[src/rtl/oled_game_pkg.sv]
// rtl/oled_game_pkg.sv - shared round-FSM encodings and 7-segment digit patterns
package oled_game_pkg;

  typedef enum logic [2:0] {
    ST_IDLE,
    ST_PRIME,
    ST_FLUSH,
    ST_ENTRY,
    ST_CHECK,
    ST_SHOW,
    ST_DONE
  } round_state_t;

  localparam int PRIME_CYCLES = 2;
  localparam int FLUSH_CYCLES = 2;

  // Segment order {g,f,e,d,c,b,a}, shared with the entry grid
  localparam logic [6:0] SEG_0 = 7'h3F;
  localparam logic [6:0] SEG_1 = 7'h06;
  localparam logic [6:0] SEG_2 = 7'h5B;
  localparam logic [6:0] SEG_3 = 7'h4F;
  localparam logic [6:0] SEG_4 = 7'h66;
  localparam logic [6:0] SEG_5 = 7'h6D;
  localparam logic [6:0] SEG_6 = 7'h7D;
  localparam logic [6:0] SEG_7 = 7'h07;
  localparam logic [6:0] SEG_8 = 7'h7F;
  localparam logic [6:0] SEG_9 = 7'h6F;

  function automatic logic [6:0] seg_pattern(input logic [3:0] d);
    case (d)
      4'd0:    seg_pattern = SEG_0;
      4'd1:    seg_pattern = SEG_1;
      4'd2:    seg_pattern = SEG_2;
      4'd3:    seg_pattern = SEG_3;
      4'd4:    seg_pattern = SEG_4;
      4'd5:    seg_pattern = SEG_5;
      4'd6:    seg_pattern = SEG_6;
      4'd7:    seg_pattern = SEG_7;
      4'd8:    seg_pattern = SEG_8;
      4'd9:    seg_pattern = SEG_9;
      default: seg_pattern = 7'h00;
    endcase
  endfunction

  function automatic logic [3:0] fold_digit(input logic [3:0] n);
    return (n >= 4'd10) ? n - 4'd10 : n;
  endfunction

endpackage

[src/rtl/digit_round_ctrl_if.sv]
// rtl/digit_round_ctrl_if.sv - round controller signals between grid datapath and display
interface digit_round_ctrl_if;
  logic       start;
  logic       confirm;
  logic       is_valid;
  logic [3:0] valid_number;
  logic       entry_enable;
  logic [3:0] target;
  logic [3:0] secs_left;
  logic [6:0] score;
  logic [3:0] rounds_left;
  logic       result_correct;
  logic       result_wrong;
  logic       busy;
  logic       done;

  modport master (
    output start, confirm, is_valid, valid_number,
    input  entry_enable, target, secs_left, score, rounds_left,
    input  result_correct, result_wrong, busy, done
  );

  modport slave (
    input  start, confirm, is_valid, valid_number,
    output entry_enable, target, secs_left, score, rounds_left,
    output result_correct, result_wrong, busy, done
  );
endinterface

[src/rtl/digit_lfsr.sv]
// rtl/digit_lfsr.sv - free-running 8-bit LFSR folded to a decimal digit
module digit_lfsr
  import oled_game_pkg::*;
(
  input  logic       clock,
  input  logic       reset,
  input  logic [7:0] seed,
  output logic [3:0] digit
);

  logic [7:0] lfsr;

  // x^8+x^6+x^5+x^4+1, maximal length so a non-zero seed never reaches 0
  always_ff @(posedge clock) begin
    if (reset) lfsr <= seed;
    else       lfsr <= {lfsr[6:0], lfsr[7] ^ lfsr[5] ^ lfsr[4] ^ lfsr[3]};
  end

  assign digit = fold_digit(lfsr[3:0]);

endmodule

[src/rtl/digit_round_ctrl.sv]
// rtl/digit_round_ctrl.sv - sequences timed draw-the-digit rounds and scores entries
module digit_round_ctrl
  import oled_game_pkg::*;
#(
  parameter int         TICKS_PER_SEC = 100_000_000,
  parameter int         ROUND_SECONDS = 10,
  parameter int         SHOW_CYCLES   = 50_000_000,
  parameter int         ROUNDS        = 5,
  parameter logic [7:0] LFSR_SEED     = 8'hA5
) (
  input logic              clock,
  input logic              reset,
  digit_round_ctrl_if.slave bus
);

  localparam int TICK_W    = (TICKS_PER_SEC > 1) ? $clog2(TICKS_PER_SEC) : 1;
  localparam int PHASE_MAX = (SHOW_CYCLES > 2) ? SHOW_CYCLES : 2;
  localparam int PHASE_W   = $clog2(PHASE_MAX);

  localparam logic [TICK_W-1:0]  TICK_LAST  = TICK_W'(TICKS_PER_SEC - 1);
  localparam logic [PHASE_W-1:0] PRIME_LAST = PHASE_W'(PRIME_CYCLES - 1);
  localparam logic [PHASE_W-1:0] FLUSH_LAST = PHASE_W'(FLUSH_CYCLES - 1);
  localparam logic [PHASE_W-1:0] SHOW_LAST  = PHASE_W'(SHOW_CYCLES - 1);

  round_state_t        state, state_n;
  logic [PHASE_W-1:0]  phase;
  logic [TICK_W-1:0]   tick;
  logic [3:0]          target_q, secs_q, rounds_q;
  logic [6:0]          score_q;
  logic                correct_q, wrong_q;
  logic [3:0]          digit;
  logic                wrap, entry_en;
  logic                begin_game, arm_round, grade, timeout, end_round;

  digit_lfsr u_lfsr (
    .clock (clock),
    .reset (reset),
    .seed  (LFSR_SEED),
    .digit (digit)
  );

  assign wrap = (tick == TICK_LAST);

  always_comb begin
    state_n    = state;
    entry_en   = 1'b0;
    begin_game = 1'b0;
    arm_round  = 1'b0;
    grade      = 1'b0;
    timeout    = 1'b0;
    end_round  = 1'b0;
    case (state)
      ST_IDLE, ST_DONE: begin
        if (bus.start) begin
          state_n    = ST_PRIME;
          begin_game = 1'b1;
        end
      end
      ST_PRIME: begin
        entry_en = 1'b1;
        if (phase == PRIME_LAST) state_n = ST_FLUSH;
      end
      ST_FLUSH: begin
        if (phase == FLUSH_LAST) begin
          state_n   = ST_ENTRY;
          arm_round = 1'b1;
        end
      end
      ST_ENTRY: begin
        entry_en = 1'b1;
        // A valid entry beats a timeout landing on the same cycle
        if (bus.confirm && bus.is_valid) begin
          state_n = ST_CHECK;
        end else if (wrap && secs_q == 4'd1) begin
          state_n = ST_SHOW;
          timeout = 1'b1;
        end
      end
      ST_CHECK: begin
        grade   = 1'b1;
        state_n = ST_SHOW;
      end
      ST_SHOW: begin
        if (phase == SHOW_LAST) begin
          end_round = 1'b1;
          state_n   = (rounds_q == 4'd1) ? ST_DONE : ST_PRIME;
        end
      end
      default: state_n = ST_IDLE;
    endcase
  end

  always_ff @(posedge clock) begin
    if (reset) begin
      state     <= ST_IDLE;
      phase     <= '0;
      tick      <= '0;
      target_q  <= '0;
      secs_q    <= '0;
      rounds_q  <= '0;
      score_q   <= '0;
      correct_q <= 1'b0;
      wrong_q   <= 1'b0;
    end else begin
      state <= state_n;
      phase <= (state_n != state) ? '0 : phase + 1'b1;
      if (state == ST_ENTRY) begin
        tick <= wrap ? '0 : tick + 1'b1;
        if (wrap) secs_q <= secs_q - 4'd1;
      end
      if (arm_round) begin
        secs_q <= 4'(ROUND_SECONDS);
        tick   <= '0;
      end
      if (begin_game) begin
        score_q  <= '0;
        rounds_q <= 4'(ROUNDS);
        target_q <= digit;
      end
      if (grade) begin
        if (bus.valid_number == target_q) begin
          correct_q <= 1'b1;
          if (score_q != 7'd99) score_q <= score_q + 7'd1;
        end else begin
          wrong_q <= 1'b1;
        end
      end
      if (timeout) wrong_q <= 1'b1;
      if (end_round) begin
        correct_q <= 1'b0;
        wrong_q   <= 1'b0;
        rounds_q  <= rounds_q - 4'd1;
        if (rounds_q != 4'd1) target_q <= digit;
      end
    end
  end

  assign bus.entry_enable   = entry_en;
  assign bus.target         = target_q;
  assign bus.secs_left      = secs_q;
  assign bus.score          = score_q;
  assign bus.rounds_left    = rounds_q;
  assign bus.result_correct = correct_q;
  assign bus.result_wrong   = wrong_q;
  assign bus.busy           = (state != ST_IDLE) && (state != ST_DONE);
  assign bus.done           = (state == ST_DONE);

endmodule

[src/flat_wrapper.sv]
// flat-port wrapper written by rule: the top's interface ports become plain ports
module digit_round_ctrl_flat import oled_game_pkg::*;
#(
  parameter int         TICKS_PER_SEC = 100_000_000,
  parameter int         ROUND_SECONDS = 10,
  parameter int         SHOW_CYCLES   = 50_000_000,
  parameter int         ROUNDS        = 5,
  parameter logic [7:0] LFSR_SEED     = 8'hA5
)
  (clock, reset, bus_start, bus_confirm, bus_is_valid, bus_valid_number, bus_entry_enable, bus_target, bus_secs_left, bus_score, bus_rounds_left, bus_result_correct, bus_result_wrong, bus_busy, bus_done);
  digit_round_ctrl_if bus_i ();
  input logic clock;
  input logic reset;
  input wire logic [$bits(bus_i.start)-1:0] bus_start;
  input wire logic [$bits(bus_i.confirm)-1:0] bus_confirm;
  input wire logic [$bits(bus_i.is_valid)-1:0] bus_is_valid;
  input wire logic [$bits(bus_i.valid_number)-1:0] bus_valid_number;
  output wire logic [$bits(bus_i.entry_enable)-1:0] bus_entry_enable;
  output wire logic [$bits(bus_i.target)-1:0] bus_target;
  output wire logic [$bits(bus_i.secs_left)-1:0] bus_secs_left;
  output wire logic [$bits(bus_i.score)-1:0] bus_score;
  output wire logic [$bits(bus_i.rounds_left)-1:0] bus_rounds_left;
  output wire logic [$bits(bus_i.result_correct)-1:0] bus_result_correct;
  output wire logic [$bits(bus_i.result_wrong)-1:0] bus_result_wrong;
  output wire logic [$bits(bus_i.busy)-1:0] bus_busy;
  output wire logic [$bits(bus_i.done)-1:0] bus_done;
  assign bus_i.start = bus_start;
  assign bus_i.confirm = bus_confirm;
  assign bus_i.is_valid = bus_is_valid;
  assign bus_i.valid_number = bus_valid_number;
  assign bus_entry_enable = bus_i.entry_enable;
  assign bus_target = bus_i.target;
  assign bus_secs_left = bus_i.secs_left;
  assign bus_score = bus_i.score;
  assign bus_rounds_left = bus_i.rounds_left;
  assign bus_result_correct = bus_i.result_correct;
  assign bus_result_wrong = bus_i.result_wrong;
  assign bus_busy = bus_i.busy;
  assign bus_done = bus_i.done;
  digit_round_ctrl #(.TICKS_PER_SEC(TICKS_PER_SEC), .ROUND_SECONDS(ROUND_SECONDS), .SHOW_CYCLES(SHOW_CYCLES), .ROUNDS(ROUNDS), .LFSR_SEED(LFSR_SEED)) u_core (.clock(clock), .reset(reset), .bus(bus_i));
endmodule
[config.mk]
export PLATFORM = sky130hd
export DESIGN_NAME = digit_round_ctrl_flat
export DESIGN_NICKNAME = d
export VERILOG_FILES = /design/src/rtl/oled_game_pkg.sv /design/src/rtl/digit_round_ctrl_if.sv /design/src/rtl/digit_lfsr.sv /design/src/rtl/digit_round_ctrl.sv /design/src/flat_wrapper.sv
export SDC_FILE = /design/constraint.sdc
export NUM_CORES = 1
export LEC_CHECK = 0
export CAP_MARGIN = 20
export CORE_MARGIN = 1
export CORE_UTILIZATION = 50
export DETAILED_ROUTE_END_ITERATION = 8
export GPL_TIMING_DRIVEN = 0
export HOLD_SLACK_MARGIN = 0.15
export PLACE_DENSITY = 0.73
export SYNTH_ARGS = -nofsm -noshare
export SYNTH_HDL_FRONTEND = slang
export SYNTH_HIERARCHICAL = 1
export SYNTH_SLANG_ARGS = --single-unit
[constraint.sdc]
create_clock -name clock -period 2.6 [get_ports clock]
set_clock_uncertainty 0.15 [all_clocks]
set_input_delay 0.39 -clock clock [delete_from_list [all_inputs] [get_ports clock]]
set_output_delay 0.39 -clock clock [all_outputs]
set_load 0.02 [all_outputs]
Yosys cells after proc, flatten, opt, wreduce, memory -nomap -nowiden --
Cells that the tools add are included.
Word-level totals: bits in registers 85, word-level logic and storage cells 92
Cells by class: $add $sub $neg 6, $lt $le $gt $ge 1, eq/ne operators 17, multiplexer cells 36, bitwise gates (word level) 3, reductions and logical operators 18
Operators by type and width (count):
- $mux W4 | 9
- $mux W7 | 4
- $add A27 B1 Y27 const B | 1
- $eq A27 B27 Y1 const B | 1
- $mux W27 | 1
- $add A26 B1 Y26 const B | 1
- $eq A26 B1 Y1 const B | 1
- $eq A26 B26 Y1 const B | 1
- $mux W3 | 7
- $pmux W3 S6 | 1
- $mux W1 | 14
- $reduce_or A2 Y1 | 5
- $eq A3 B3 Y1 const B | 3
- $eq A4 B1 Y1 const B | 2
- $reduce_and A2 Y1 | 4
- $reduce_bool A2 Y1 | 4
- $sub A4 B1 Y4 const B | 2
- $add A7 B1 Y7 const B | 1
- $ne A7 B7 Y1 const B | 1
- $eq A3 B2 Y1 const B | 2
- $eq A4 B4 Y1 | 1
- $ge A4 B4 Y1 const B | 1
- $ne A4 B1 Y1 const B | 1
- $sub A4 B4 Y4 const B | 1
- 8 further kinds | 12

Depth between registers and ports, before layout --
Gate-level depths: netlist of run 1.
depth in word-level cells 7, depth in mapped cells 9

Cells and area by module --
The synthesis of run 1 kept the hierarchy.
By module, submodules not included:
- digit_round_ctrl | instances 1, cells each 475, area an instance 3973.8 um^2
- digit_lfsr | instances 1, cells each 33, area an instance 332.8 um^2

Least setup slack after synthesis of run 1 --
OpenSTA, ideal clock, no wires.
path kind reg-to-reg, start point reg u_core.phase[0], end point reg u_core.phase[10], library setup time 130 ps, arrival time 2059 ps, required time 2320 ps, path slack 261 ps, cell stages (with the launch flop) 10, buffers on the path 2, clock period less this slack 2339 ps, cell sequence dfxtp_1 > ha_1 > and3_1 > buf_2 > nand2_1 > nor4_1 > a21oi_1 > o311ai_2 > buf_2 > nor4_1
Between the ends: longest elaborated chain between the ends 5
RTL lines:
- start, declared | RTL line digit_round_ctrl.sv:26 | logic [PHASE_W-1:0] phase;
- start signal, assigned | RTL line digit_round_ctrl.sv:106 | phase <= (state_n != state) ? '0 : phase + 1'b1;
- $eq A26 B26 Y1 or $eq A26 B1 Y1 (tied branches) | RTL line digit_round_ctrl.sv:84, digit_round_ctrl.sv:61, digit_round_ctrl.sv:64
- $mux W3, on equally long branches | RTL line digit_round_ctrl.sv:84, digit_round_ctrl.sv:61, digit_round_ctrl.sv:64
- $pmux W3 S6 | RTL line digit_round_ctrl.sv:52 | case (state)
- $ne A3 B3 Y1 | RTL line digit_round_ctrl.sv:106
- $reduce_or A2 Y1 (no line)
Several ways; a longest one is shown, not always the timed one. A chain may end at the register's enable or synchronous reset.

Final worst setup path of run 1 --
start point reg u_core.phase[0], end point reg u_core.phase[16]
Same word-level chain as after synthesis.

==> flow_summary.toml, run 1 <==
[drt]
ant_nets = 0
drc = 0
vias = 3745
drt-total-wl_um = 9466
firstDrtPassIters = 4
post_drt_wl_per_cell_um = 14.11
drt_iter0_drc = 132
via_per_inst = 5.581

[sta]
finalCritPeriodShare = 0.9477
max-slew-margin-rel = 0.5542
hold_viol = 0
worst_pin_slew_ps = 663.6
rsz0062_at_grt = "no"
min_period_ps = 2464
finalSetupViolations = 0
fmax_mhz = 405.8
maxSlewViolCount = 0
fin_ws_ps = 135.9

[logic_synthesis]
synthArstFlopShare = 0
synth_area_um2 = 4307
synth_warnings = 6
synth-seq-area-share = 0.3951
avgSynthCellArea_um2 = 8.478
synth_top_cell_by_area = "dfxtp_1"
synth_top_cell_area_share = 0.3951
synth_area_leaders = "dfxtp_1 40%, xnor2_1 6.5%, xor2_1 5.9%, nor2_1 5.2%, nor4_1 4.6%"
synth_cells = 508
synth_edf_count = 0
ys_types = 50
yosys_register_bits = 85
synthFlopType = "dfxtp_1"

[placed_design]
dp_hpwl_um = 6684
pre_cts_ws_ps = -210.3
gp_congestion = 0.8928
dpl_cell_area_um2 = 4781
portBuffers = 32

[final_layout]
syn_to_final_growth_pct = 18.56
layout.nets = 579
final_cell_mix = "85 x dfxtp_1, 60 x nor2_1, 40 x nand2_1"
stdcell_area_um2 = 5106
n_antenna_cell = 0
ff_latch_area_um2 = 1702
multiInputGateArea_um2 = 2551
drive_gt1_frac = 0.1131
final_common_cell = "dfxtp_1"
filler_cell_count = 721

[critical_path]
cp_top_family = "simple AND/OR/NAND/NOR gates"
criticalPathCategory = "reg -> reg"
rr_worst_depth = 9
reg2reg_slack_ps = 140
required_ps = 2690
worstPathMaxFanout = 10
worst_r2r_endpoint = "u_core/phase[16]"
path_cells = "ha_1 > and3_1 > buf_2 > nand2_1 > nor4_4 > a21oi_1 > o311ai_4 > buf_4 > nor4_1"
worst-path-buf-inv = 2
arrival_ps = 2550
max_stage_delay_ps = 380
r2r_start = "u_core/phase[0]"
setup.worst_path.start_class = "flop"
cp_slowest_cell = "dfxtp_1"
endpoint_kind = "flop"

[cts]
cts_tree = "done"
ctsRootBufferMaster = "clkbuf_8"
cts-htree-levels = 3
cts.sinks = 85
numCtsBuffers = 9
clock_path_buffers = 2
insertion_delay_ps = 350
clk_pin_slew_worst_paths_ps = 90
ctsHoldBuffers = 0

[min_path]
min_delay_worst_endpoint = "u_core/u_lfsr/lfsr[7]"
hold_start = "u_core/u_lfsr/lfsr[6]"
hold_class = "reg -> reg"
hold_depth = 1

[power]
switching_share = 0.2900
seqPwrFrac = 0.509
internal-power_mw = 1.918
ir_drop_uv = 286.7
leakage_nw = 1.828
p_clk_frac = 0.319
comb_power_share = 0.172
fin_total_pwr_mw = 2.701
switching_power_mw = 0.7834
p_per_area_nw_per_um2 = 529.0

[floorplanning]
die_h_um = 94.81
coreArea_um2 = 8258
rows = 33
io_pins = 33
die-area_um2 = 8988
die_width_um = 94.81
initial_utilization = 0.5215

[global_route]
grt_max_degree = 16
grt_pass1_wl_um = 15960
track_usage = 0.2243
grt_pass1_vias = 3542
grt_antenna_before_repair = 0
grt_remaining_overflow = 0

[run]
maxCapViolCount = 0

[outcome]
status = "complete, no violations"
==> state kept, by name (all words and copies together) (netlist names) <==
name and cells:
u_core/tick 27, u_core/phase 26, u_core/u_lfsr/lfsr 8, u_core/bus.score 7, u_core/bus.rounds_left 4, u_core/bus.secs_left 4
u_core/bus.target 4, u_core/state 3, u_core/bus.result_correct 1, u_core/bus.result_wrong 1
==> timing repair <==
item	in CTS	in global routing
pin swaps	2	3
buffers inserted	2	2
endpoints found under the setup margin	41	54
resized for setup	7	18
==> power groups by stage <==
stage | sequential [mW] | clock (mW) | combinational, mW
4_1_cts | 1.37 | 0.895 | 0.438
2_1_floorplan | 1.41 | 0 | 0.287
3_5_place_dp | 1.40 | 0 | 0.421
6_report | 1.37 | 0.862 | 0.465
5_1_grt | 1.38 | 0.952 | 0.509
3_3_place_gp | 1.40 | 0 | 0.411
==> area by class of cell <==
type,instances,area share
timing repair buffer,36,0.06861
multi-input combinational,392,0.4996
clock buffer,10,0.02695
inverter,17,0.01250
sequential,85,0.3333
buffer,20,0.02426
clock inverter,6,0.009066
tap,105,0.02573
==> metal layers <==
metal  track usage  vias to the layer above  wire length [um]  share of wire
met5             0                        -                 0              0
met4       0.08965                        0               153          0.016
met3       0.05475                       17               297          0.031
met2        0.3711                       56              4641           0.49
met1        0.2789                     1780              4373           0.46
li1              -                     1892                 -              -
==> through the flow <==
stage / instances / TNS (ps) / hold WS (ps) / utilization
after floorplan: 514 / 0 / 283.9 / -
after global placement: 651 / -4177 / 286.3 / 0.5789
after detailed placement: 651 / -4130 / 295.2 / 0.5789
after CTS: 669 / 0 / 318.0 / 0.6077
after global routing: 671 / 0 / 345.8 / 0.6183
final: 671 / 0 / 312.7 / 0.6183
==> cell usage after synthesis, drive strengths merged (2+ instances only) <==
cell type	instances
dfxtp	85
nor2	61
nand2	41
nor4	34
nor3	32
xnor2	32
xor2	29
nand3	23
inv	17
nand4	17
a21oi	15
buf	15
o21ai	14
and3	12
ha	9
mux2	8
and4	7
and2	6
mux2i	6
nor2b	6
clkbuf	5
a211oi	4
o21a	3
or3	3
conb	2
nand2b	2
nand3b	2
nor4b	2
nor4bb	2
==> how the worst max path moves through the flow <==
stage / end / from / slack, ps / cells past startpoint
floorplan: u_core/phase[10] / u_core/phase[0] / 260 / 9
global placement: u_core/phase[19] / u_core/phase[0] / -200 / 9
detailed placement: u_core/phase[18] / u_core/phase[0] / -210 / 9
CTS: u_core/tick[23] / u_core/state[2] / 40 / 7
global route: u_core/phase[13] / u_core/phase[0] / 20 / 9
finish: u_core/phase[16] / u_core/phase[0] / 140 / 9
==> cells by family after synthesis <==
logic type,Yosys count,share of synthesized area
simple gates,254,0.3077
flops,85,0.3951
other cells,2,0.001744
xor+xnor,61,0.1241
mux,14,0.03486
fa+ha+maj,9,0.02615
compound gates,46,0.06973
buf+inv,37,0.04067
No activity file was read; power rests on OpenSTA's default activity.
==> run 2, diff against run 1 <==
--- a/config.mk
+++ b/config.mk
@@ -10,7 +10,6 @@
 export CORE_UTILIZATION = 50
 export DETAILED_ROUTE_END_ITERATION = 8
 export GPL_TIMING_DRIVEN = 0
-export HOLD_SLACK_MARGIN = 0.15
 export PLACE_DENSITY = 0.73
 export SYNTH_ARGS = -nofsm -noshare
 export SYNTH_HDL_FRONTEND = slang
==> results of run 2 <==
Same layout as run 1: the final DEF is identical, and so are final timing and power.
==> run 3, diff against run 2 <==
--- a/config.mk
+++ b/config.mk
@@ -11,6 +11,7 @@
 export DETAILED_ROUTE_END_ITERATION = 8
 export GPL_TIMING_DRIVEN = 0
 export PLACE_DENSITY = 0.73
+export SLEW_MARGIN = 20
 export SYNTH_ARGS = -nofsm -noshare
 export SYNTH_HDL_FRONTEND = slang
 export SYNTH_HIERARCHICAL = 1
==> constraint.sdc (replaced) <==
create_clock -name clock -period 2.3 [get_ports clock]
set_clock_uncertainty 0.15 [all_clocks]
set_input_delay 0.345 -clock clock [delete_from_list [all_inputs] [get_ports clock]]
set_output_delay 0.345 -clock clock [all_outputs]
set_load 0.02 [all_outputs]
==> run 3 against run 2 <==
The run now ends with negative setup slack left. First-iteration DRC count is 100% higher. Critical path depth down 2. Sequential power rose by 14%. Sequential share of layout area decreased by 2.6 points. Final cell count is 3.0% higher. Clock-buffer cell count rose by 1. Combinational power up 47%. Largest cell class unchanged.
==> flow_summary.toml, run 3 (synthesis gave the netlist of run 1 again) <==
[critical_path]
required_ps = 2400
criticalPathCategory = "reg -> reg"
path_cells = "nor4_4 > nand3_1 > or4_4 > a211oi_4 > buf_6 > buf_6 > nor4_1"
worst-path-buf-inv = 2
arrival_ps = 2560
max_stage_delay_ps = 480
cp_top_family = "simple AND/OR/NAND/NOR gates"
endpoint_kind = "flop"
cpMostUsedCell = "buf_6"
cp_slowest_cell = "or4_4"
setup.worst_path.start_class = "flop"
worstPathMaxFanout = 5

[power]
internal-power_mw = 2.444
switching_power_mw = 0.9619
p_clk_frac = 0.342
seqPwrFrac = 0.458
p_per_area_nw_per_um2 = 610.1
switching_share = 0.2824
ir_drop_uv = 464.0
comb_power_share = 0.200
leakage_nw = 2.044

[cts]
ctsRootBufferMaster = "clkbuf_8"
cts.sinks = 85
cts_tree = "done"
numCtsBuffers = 9
cts-htree-levels = 3
clock_path_buffers = 2
clk_pin_slew_worst_paths_ps = 90
insertion_delay_ps = 360

[drt]
drt-total-wl_um = 11610
firstDrtPassIters = 7
post_drt_wl_per_cell_um = 16.80
ant_nets = 0
via_per_inst = 5.929
drt_iter0_drc = 266
drc = 0
vias = 4097

[global_route]
grt_antenna_before_repair = 0
grt_max_degree = 15
grt_pass1_vias = 3747
grt_remaining_overflow = 0
track_usage = 0.2493
grt_pass1_wl_um = 17660

[final_layout]
layout.nets = 599
syn_to_final_growth_pct = 29.63
top_regs = "u_core/tick: 27 flops, u_core/phase: 26 flops, u_core/u_lfsr/lfsr: 8 flops"
stdcell_area_um2 = 5583
n_antenna_cell = 0
final_cell_mix = "77 x dfxtp_1, 60 x nor2_1, 38 x nand2_1"
largest_reg_flops = 27
filler_cell_count = 631
drive_gt1_frac = 0.2082
regMostFlops = "u_core/tick"
fin_util = 0.6761
final_common_cell = "dfxtp_1"

[min_path]
hold_class = "reg -> reg"

[sta]
fmax_mhz = 407.4
hold_viol = 0
finalCritPeriodShare = 1.067
min_period_ps = 2455
hold_slack_ps = 309.9
fin_ws_ps = -154.7
rsz0062_at_grt = "yes"
worst_pin_slew_ps = 680.6
maxSlewViolCount = 0
max-slew-margin-rel = 0.5428
finalSetupViolations = 26

[floorplanning]
coreArea_um2 = 8258
rows = 33
io_pins = 33
die_h_um = 94.81
initial_utilization = 0.5215
die-area_um2 = 8988
die_width_um = 94.81

[placed_design]
dpl_cell_area_um2 = 4796
portBuffers = 32
gp_congestion = 0.8331
dp_hpwl_um = 7073

[outcome]
status = "finished with violations"
violations = "negative setup slack"

[run]
maxCapViolCount = 0
==> run 3: cell count changes in the layout (fill, tap and decap cells not counted), sizes merged <==
cell and delta:
clkbuf +1, dlymetal6s2s +1, clkdlybuf4s50 -3, buf +20, clkinv -3, bufinv +2
dlygate4sd2 +2
==> run 3: power groups by stage <==
stage          Combinational, mW  Clock [mW]  Sequential (mW)
2_1_floorplan              0.328           0             1.60
3_3_place_gp               0.474           0             1.59
3_5_place_dp               0.485           0             1.59
4_1_cts                    0.596        1.18             1.56
5_1_grt                    0.728        1.24             1.57
6_report                   0.683        1.16             1.56
==> run 3: final cells by class <==
cell class                      instances  area (um^2)  share of cell area
Buffer                                 18        136.4             0.02443
Clock buffer                           11        131.4             0.02353
Clock inverter                          5        83.83             0.01502
Inverter                               17        63.81             0.01143
Multi-Input combinational cell        392         2783              0.4984
Sequential cell                        85         1714              0.3070
Tap cell                              105        131.4             0.02353
Timing Repair Buffer                   58        539.3             0.09659
==> run 3: metal layers <==
metal / track usage / routed length, um / vias up
met3: 0.05395 / 800 / 29
met4: 0.09091 / 274 / 0
met2: 0.4221 / 5757 / 170
li1: - / - / 1926
met5: 0 / 0 / -
met1: 0.3097 / 4774 / 1972
==> run 3: worst register-to-register path, cell delays in order (launching register included) <==
cell and delay, ps:
dfxtp_1 400, nor4_4 430, nand3_1 260, or4_4 480, a211oi_4 260, buf_6 170, buf_6 130, nor4_1 60
==> run 3: repair_timing <==
action / CTS / global route
hold buffers: 0 / 0
buffers inserted: 11 / 12
setup endpoints to repair: 60 / 56
cloned: 3 / 0
pin swaps: 6 / 10
gates resized for setup: 44 / 49
==> run 3: worst paths after layout <==
| kind | start | end | slack (ps) | depth (start not counted) |
|---|---|---|---|---|
| setup reg to reg | u_core/phase[11] | u_core/phase[19] | -150 | 7 |
| hold / removal | u_core/phase[0] | u_core/phase[0] | 310 | 1 |
| hold reg to reg | u_core/phase[0] | u_core/phase[0] | 310 | 1 |
| setup / recovery | u_core/phase[11] | u_core/phase[19] | -150 | 7 |
==> run 3: through the flow <==
step	cells	setup TNS (ps)	setup WS, ps	power (mW)
floorplan	514	-9.745	-3.248	1.923
CTS	680	-873.1	-57.85	3.330
global route	691	-5478	-223.4	3.535
finish	691	-3534	-154.7	3.406
detailed placement	651	-18500	-443.6	2.073
global placement	651	-15240	-386.9	2.059
